## src/rtl/prog_loader.sv

```systemverilog
// ---------------------------------------------------------------------------
// prog_loader
//
// Streams a program into the Risc32 instruction memory. Bytes arrive
// little-endian over a valid/ready handshake. Every four bytes form one
// 32-bit instruction word. Each word is written to the next word-aligned
// address, and the address wraps modulo ROW_I*4 bytes. The core is held in
// reset (cpu_rst = 1) until the load has finished.
//
// Optional feature macro: LOADER_CHECKSUM_EN
//   When defined, one extra checksum byte is accepted after the last word.
//   The 8-bit sum of all data bytes plus the checksum byte must be 0x00.
//   Otherwise err is set. err stays set until the next start or rst.
//   When undefined, no checksum byte is expected and err is tied to 0.
//
// Parameters
//   ROW_I       instruction memory depth in words
//   CNT_W       width of word_count
//
// Ports
//   clk         system clock, rising edge
//   rst         synchronous reset, active-high
//   start       one-cycle pulse that begins a load; word_count is latched
//   word_count  number of 32-bit words to load
//   byte_valid  upstream byte available
//   byte_data   upstream byte
//   byte_ready  loader accepts a byte this cycle (registered)
//   im_we       instruction memory write strobe (one cycle per word)
//   im_addr     word-aligned byte address of the current write
//   im_wdata    assembled instruction word
//   cpu_rst     hold-reset to the core, 1 while not done
//   busy        load in progress
//   done        load complete, core released
//   err         checksum mismatch (sticky)
// ---------------------------------------------------------------------------
`default_nettype none

module prog_loader #(
  parameter int ROW_I = 32,
  parameter int CNT_W = 16
) (
  input  logic             clk,
  input  logic             rst,
  input  logic             start,
  input  logic [CNT_W-1:0] word_count,
  input  logic             byte_valid,
  input  logic [7:0]       byte_data,
  output logic             byte_ready,
  output logic             im_we,
  output logic [31:0]      im_addr,
  output logic [31:0]      im_wdata,
  output logic             cpu_rst,
  output logic             busy,
  output logic             done,
  output logic             err
);

  // Width of the word index into instruction memory (at least one bit).
  localparam int WI_W = (ROW_I > 1) ? $clog2(ROW_I) : 1;

`ifdef LOADER_CHECKSUM_EN
  typedef enum logic [2:0] {
    ST_IDLE,
    ST_RECV,
    ST_WRITE,
    ST_CHECK,
    ST_DONE
  } state_t;
`else
  typedef enum logic [2:0] {
    ST_IDLE,
    ST_RECV,
    ST_WRITE,
    ST_DONE
  } state_t;
`endif

  state_t           state_reg;
  logic [CNT_W-1:0] count_reg;     // words still to be written
  logic [1:0]       byte_idx_reg;  // lane of the next accepted byte
  logic [WI_W-1:0]  widx_reg;      // word index of the current write address
  logic [31:0]      word_reg;      // word under assembly

  logic             accept;
  logic [31:0]      word_next;
  logic [WI_W-1:0]  widx_next;

  // byte_ready is a register, so the handshake never loops back through
  // byte_valid combinationally.
  assign accept = byte_valid && byte_ready;

  // Lane steering: only the lane selected by byte_idx_reg takes the new byte.
  // The other lanes keep their previous contents.
  generate
    for (genvar gi = 0; gi < 4; gi++) begin : g_lane
      assign word_next[8*gi +: 8] = (accept && (byte_idx_reg == 2'(gi)))
                                    ? byte_data
                                    : word_reg[8*gi +: 8];
    end
  endgenerate

  // The explicit wrap compare also handles depths that are not powers of two.
  assign widx_next = (widx_reg == WI_W'(ROW_I - 1)) ? '0 : widx_reg + WI_W'(1);

  // im_addr and im_wdata come straight from registers. The address therefore
  // shows the next free slot once the load has finished.
  assign im_addr  = {{(30 - WI_W){1'b0}}, widx_reg, 2'b00};
  assign im_wdata = word_reg;

`ifdef LOADER_CHECKSUM_EN
  logic [7:0] sum_reg;  // running 8-bit sum of the data bytes
`else
  assign err = 1'b0;
`endif

  always_ff @(posedge clk) begin
    if (rst) begin
      state_reg    <= ST_IDLE;
      count_reg    <= '0;
      byte_idx_reg <= '0;
      widx_reg     <= '0;
      word_reg     <= '0;
      byte_ready   <= 1'b0;
      im_we        <= 1'b0;
      cpu_rst      <= 1'b1;
      busy         <= 1'b0;
      done         <= 1'b0;
`ifdef LOADER_CHECKSUM_EN
      sum_reg      <= '0;
      err          <= 1'b0;
`endif
    end else begin
      // The write strobe lasts a single cycle.
      im_we <= 1'b0;

      case (state_reg)
        // IDLE and DONE both accept a new start. A start in DONE puts the
        // core back into reset on the same edge.
        ST_IDLE, ST_DONE: begin
          if (start) begin
            count_reg    <= word_count;
            byte_idx_reg <= '0;
            widx_reg     <= '0;
`ifdef LOADER_CHECKSUM_EN
            sum_reg      <= '0;
            err          <= 1'b0;
`endif
            if (word_count == '0) begin
`ifdef LOADER_CHECKSUM_EN
              // No data words, but the checksum byte is still expected.
              state_reg  <= ST_CHECK;
              byte_ready <= 1'b1;
              busy       <= 1'b1;
              done       <= 1'b0;
              cpu_rst    <= 1'b1;
`else
              state_reg  <= ST_DONE;
              byte_ready <= 1'b0;
              busy       <= 1'b0;
              done       <= 1'b1;
              cpu_rst    <= 1'b0;
`endif
            end else begin
              state_reg  <= ST_RECV;
              byte_ready <= 1'b1;
              busy       <= 1'b1;
              done       <= 1'b0;
              cpu_rst    <= 1'b1;
            end
          end
        end

        ST_RECV: begin
          if (accept) begin
            word_reg     <= word_next;
            byte_idx_reg <= byte_idx_reg + 2'd1;
`ifdef LOADER_CHECKSUM_EN
            sum_reg      <= sum_reg + byte_data;
`endif
            if (byte_idx_reg == 2'd3) begin
              // The word is complete. Stop taking bytes and write it
              // during the following cycle.
              state_reg  <= ST_WRITE;
              byte_ready <= 1'b0;
              im_we      <= 1'b1;
            end
          end
        end

        ST_WRITE: begin
          widx_reg  <= widx_next;
          count_reg <= count_reg - CNT_W'(1);
          if (count_reg == CNT_W'(1)) begin
`ifdef LOADER_CHECKSUM_EN
            state_reg  <= ST_CHECK;
            byte_ready <= 1'b1;
`else
            state_reg  <= ST_DONE;
            byte_ready <= 1'b0;
            busy       <= 1'b0;
            done       <= 1'b1;
            cpu_rst    <= 1'b0;
`endif
          end else begin
            state_reg  <= ST_RECV;
            byte_ready <= 1'b1;
          end
        end

`ifdef LOADER_CHECKSUM_EN
        ST_CHECK: begin
          if (accept) begin
            // The core is released whatever the checksum result is.
            // err only reports the mismatch.
            err        <= ((sum_reg + byte_data) != 8'd0);
            state_reg  <= ST_DONE;
            byte_ready <= 1'b0;
            busy       <= 1'b0;
            done       <= 1'b1;
            cpu_rst    <= 1'b0;
          end
        end
`endif

        default: begin
          state_reg  <= ST_IDLE;
          byte_ready <= 1'b0;
          busy       <= 1'b0;
          done       <= 1'b0;
          cpu_rst    <= 1'b1;
        end
      endcase
    end
  end

endmodule

`default_nettype wire
```

## config.mk

```make
export PLATFORM = sky130hd
export DESIGN_NAME = prog_loader
export DESIGN_NICKNAME = d
export VERILOG_FILES = /design/src/rtl/prog_loader.sv
export SDC_FILE = /design/constraint.sdc
export NUM_CORES = 1
export LEC_CHECK = 0
export ABC_AREA = 1
export ABC_CLOCK_PERIOD_IN_PS = 3650
export CORE_UTILIZATION = 25
export DETAILED_ROUTE_END_ITERATION = 7
export GPL_TIMING_DRIVEN = 0
export PLACE_DENSITY_LB_ADDON = 0.15
export SLEW_MARGIN = 20
export SYNTH_ARGS = -nofsm -noshare
export SYNTH_HDL_FRONTEND = slang
export SYNTH_SLANG_ARGS = --single-unit
export TNS_END_PERCENT = 5
```

## constraint.sdc

```tcl
create_clock -name clk -period 3.65 [get_ports clk]
set_clock_uncertainty 0.05 [all_clocks]
set_input_delay 0.365 -clock clk [delete_from_list [all_inputs] [get_ports clk]]
set_output_delay 0.365 -clock clk [all_outputs]
set_load 0.005 [all_outputs]
```

; ---- After elaboration in Yosys (flattened, before gate mapping)
; Index checks and enable logic that the tools add are counted.
[totals]
ff_bits = 63
input_bits = 28
out_inout_bits = 70
[classes]
n_mux = 28
bitwise = 2
reduce_logical = 20
n_eq_ne = 12
add_sub_neg = 3
[op_table]
columns = cell, n
row1 = $pmux W16 S2, 1
row2 = $reduce_and A3 Y1, 7
row3 = $eq A16 B1 Y1 const B, 1
row4 = $logic_not A16 Y1, 1
row5 = $mux W16, 1
row6 = $sub A16 B1 Y16 const B, 1
row7 = $pmux W1 S3, 4
row8 = $mux W1, 10
row9 = $mux W5, 2
row10 = $pmux W5 S2, 1
row11 = $mux W3, 3
row12 = $pmux W3 S3, 1
row13 = $mux W2, 4
row14 = $ne A2 B2 Y1 const B, 4
row15 = $eq A3 B2 Y1 const B, 2
row16 = $add A5 B1 Y5 const B, 1
row17 = $eq A5 B5 Y1 const B, 1
row18 = $logic_and A1 B1 Y1, 5
row19 = $eq A2 B2 Y1 const B, 2
row20 = $pmux W2 S2, 1
row21 = $reduce_bool A2 Y1, 2
row22 = $eq A3 B1 Y1 const B, 1
row23 = $logic_not A3 Y1, 1
row24 = $reduce_or A3 Y1, 1
row25 = 6 further kinds, 7

; ---- Depth between registers and ports, before layout
[logic_depth]
word_depth = 4
depth_mapped = 10
depth_no_buf = 10

; ---- Worst setup path after synthesis
; No wires, ideal clock.
[synth_path]
path_kind = reg2reg
startpoint = register state_reg[0]
endpoint = register count_reg[1]
n_path_buf = 1
arrival_ns = 1.392
path_stages_with_launch = 10
setup_ns = 0.119
path_slack_ns = 2.089
period_less_slack_ns = 1.561
required_time_ns = 3.481
cell_sequence = dfxtp_1 inv_1 ha_1 inv_2 nor2_8 nor2_8 inv_2 buf_4 a211oi_1 nor2_1
[synth_via]
elab_chain_cells = 4
[synth_rtl]
columns = element, line
row1 = "start, declared", 78  ; state_t state_reg;
row2 = "start signal, assigned", 118  ; state_reg <= ST_IDLE;
row3 = "start signal, assigned", 157  ; state_reg <= ST_DONE;
row4 = "start signal, assigned", 164  ; state_reg <= ST_RECV;
row5 = $eq A3 B2 Y1 or $logic_not A3 Y1 (tied branches), 136  ; case (state_reg)
row6 = $reduce_or A2 Y1, 136
row7 = $ne A2 B2 Y1 (no source line) or $reduce_bool A2 Y1 (tied branches), --
row8 = $reduce_and A2 Y1 (no source line), --
row9 = "end signal, assigned", 141  ; count_reg <= word_count;
row10 = "end signal, assigned", 192  ; count_reg <= count_reg - CNT_W'(1);
row11 = "end, declared", 79  ; logic [CNT_W-1:0] count_reg;
; Parallel ways exist; a longest one is shown, timed or not.
; A chain may end at the register's enable or synchronous reset.

; ---- Final worst setup path
; Ends and elaborated chain as after synthesis.

==> metrics <==
critical path data arrival time 1.96 ns; CP max stage delay 0.39 ns; Hold Fails Final Rpt 0; total track usage 14.0%; Initial Utilization 26.0%; max-cap violation count 0; largest net degree at the start of global routing 12; dpl cells 757; CTS root buffer clkbuf_16; TritonRoute pass-1 iters 4; initial antenna violation count 0; RSZ-0062 raised after global routing false; gr busiest metal met2; Critical Path RT 3.82 ns; final worst setup slack 1.86 ns; n_diodes 0; status completed; number of synthesized flops with an enable pin 0; Synth-to-Final Area Change 38.9%; wire length of the first global-routing pass 15.3 mm; Synth cell types 30; delay-heaviest family, CP buffers and inverters; setup_tns 0 ns; post-synthesis register bit count 62; fraction of layout cells with a size suffix above 1 13.6%; Slew Limit Fails 0; vias in the first global route 3077; Clk pwr share 26.3%; Critical Path Fanout Max 10; P_leak 1.97 nW; min cycle time layout 1.79 ns; cts repair resizes 0; Combinational Power Share 45.1%; Die Footprint 0.0138 mm^2; Slowest cell on crit path dfxtp_1; sequential area share after synthesis 37.2%; HPWL after DPL 7.08 mm; Critical Path Source Type register; Synth area leaders dfxtp_1 37%, nor2_1 13%, nand2_1 9.3%, o21ai_0 7.0%, buf_4 6.5%; Routed WL per cell 12.0 um; crit path buf inv count 4; Synth top area share 37.2%; CTS tree built; port buffer count 69; Internal 1.88 mW; Clk Latency, worst-skew pair 0.33 ns; Final GP Congestion 0.872; Inserted Clock Buffers 9; via count 3237; Pwr Density 696 mW/mm^2; Slew HR 57.9%; vias per cell 4.19; fin util 36.2%; most numerous cell in the Yosys netlist nor2_1; core box area 0.0128 mm^2; Net Sw Frac 41.8%; asr flop ratio synth 0%; post-route insts no fill 773; Setup WS pre-CTS 1.75 ns; cells along the critical path inv_1 -> ha_1 -> buf_2 -> inv_2 -> buf_2 -> nor2_1 -> a211oi_1 -> nor2_1; Synth Cell Area 0.00334 mm^2; die height 118 um; clk slew on worst S/H paths 0.06 ns; HP Class reg2reg; max reg flops 32; IO Pins 98; ys flop type dfxtp_1; Max Clock Freq 557 MHz; post-cts hold buffer count 0; largest area contributor in the netlist dfxtp_1; NumNets Final 635; clk sinks 62; sequential share of power 28.6%; Crit. End Element register; total gr overflow 0; post-CTS setup repair buffer count 0; met1 Usage GRT 17.8%; Die W 118 um; DRT antenna net count 0; fin crit share 49.2%; std cell rows 41; DRT Wirelength 9.31 mm; total power 3.23 mW; DRT iter0 DRCs 214; Post-Syn Instances 489; Peak supply drop 310 uV; Remaining DRCs 0; WS Path Type reg2reg; Max Root-Sink Buffers 2; Synth top cells by count 112 x nor2_1, 83 x nand2_1, 62 x dfxtp_1; Worst-Margin Slew 0.631 ns; P_sw 1.35 mW; Synth Area per Inst 6.83 um^2; H-tree Lvls 3; setup violators final 0; Yosys warning total 0; met2 usage 23.2%; met3 Resource Use GR 3.83%
==> cells in the final DEF (no fill, tap or decap), types with 9 or more instances in the layout <==
master / netlist / final
nor2_1: 112 / 112
nand2_1: 83 / 83
clkdlybuf4s50_1: 0 / 69
dfxtp_1: 62 / 62
o21ai_0: 47 / 47
inv_1: 32 / 32
buf_4: 29 / 29
a21oi_1: 28 / 28
conb_1: 1 / 28
nand3_1: 23 / 23
ha_1: 11 / 11
inv_2: 9 / 9
clkbuf_16: 0 / 9
==> per-layer routing <==
metal,routed length (um),share of wire (%)
met1,4490,48
met2,4220,45
met3,498,5.3
met4,100,1.1
met5,0,0
==> logic make-up after synthesis <==
kind of cell    count (synthesis)  share of synthesized area, %
buf+inv                        83                          13.3
simple gates                  245                          31.5
flops                          62                          37.2
compound gates                 87                          13.8
fa+ha+maj                      11                          4.12
other cells                     1                         0.112
==> area by class of cell <==
cell class	instances	area [um^2]
timing repair buffer	69	691
buffer	42	289
fill	1393	8190
inverter	41	154
sequential	62	1240
tap	172	215
multi-input combinational	371	1760
clock inverter	6	62.6
clock buffer	10	229
==> path summary, 6_finish.rpt <==
kind,from,to,slack [ns],cells past startpoint
setup reg to reg,state_reg[0]$_SDFFE_PP0P_,count_reg[1]$_SDFFE_PP0P_,1.86,8
hold / removal,im_wdata[7]$_SDFFE_PP0P_,im_wdata[7]$_SDFFE_PP0P_,0.43,2
setup / recovery,state_reg[0]$_SDFFE_PP0P_,count_reg[1]$_SDFFE_PP0P_,1.86,8
hold reg to reg,im_wdata[7]$_SDFFE_PP0P_,im_wdata[7]$_SDFFE_PP0P_,0.43,2
==> stage by stage <==
stage	area, um^2	hold WS [ns]
after floorplan	3440	0.393
after global placement	4350	0.417
after detailed placement	4350	0.421
after CTS	4640	0.433
after global routing	4640	0.450
final	4640	0.431
==> power groups by stage <==
stage               registers, mW  clock network, mW  logic (mW)
finish                      0.922              0.849        1.46
detailed placement          0.935                  0        1.46
global placement            0.933                  0        1.45
global route                0.941              0.899        1.67
floorplan                   0.907                  0        1.08
CTS                         0.922              0.863        1.46
==> worst register-to-register path, cell delays in order, from the launching register on <==
cell,delay (ns)
dfxtp_1,0.39
inv_1,0.07
ha_1,0.18
buf_2,0.17
inv_2,0.19
buf_2,0.30
nor2_1,0.07
a211oi_1,0.22
nor2_1,0.05
Power figures use the tool's default switching activity.
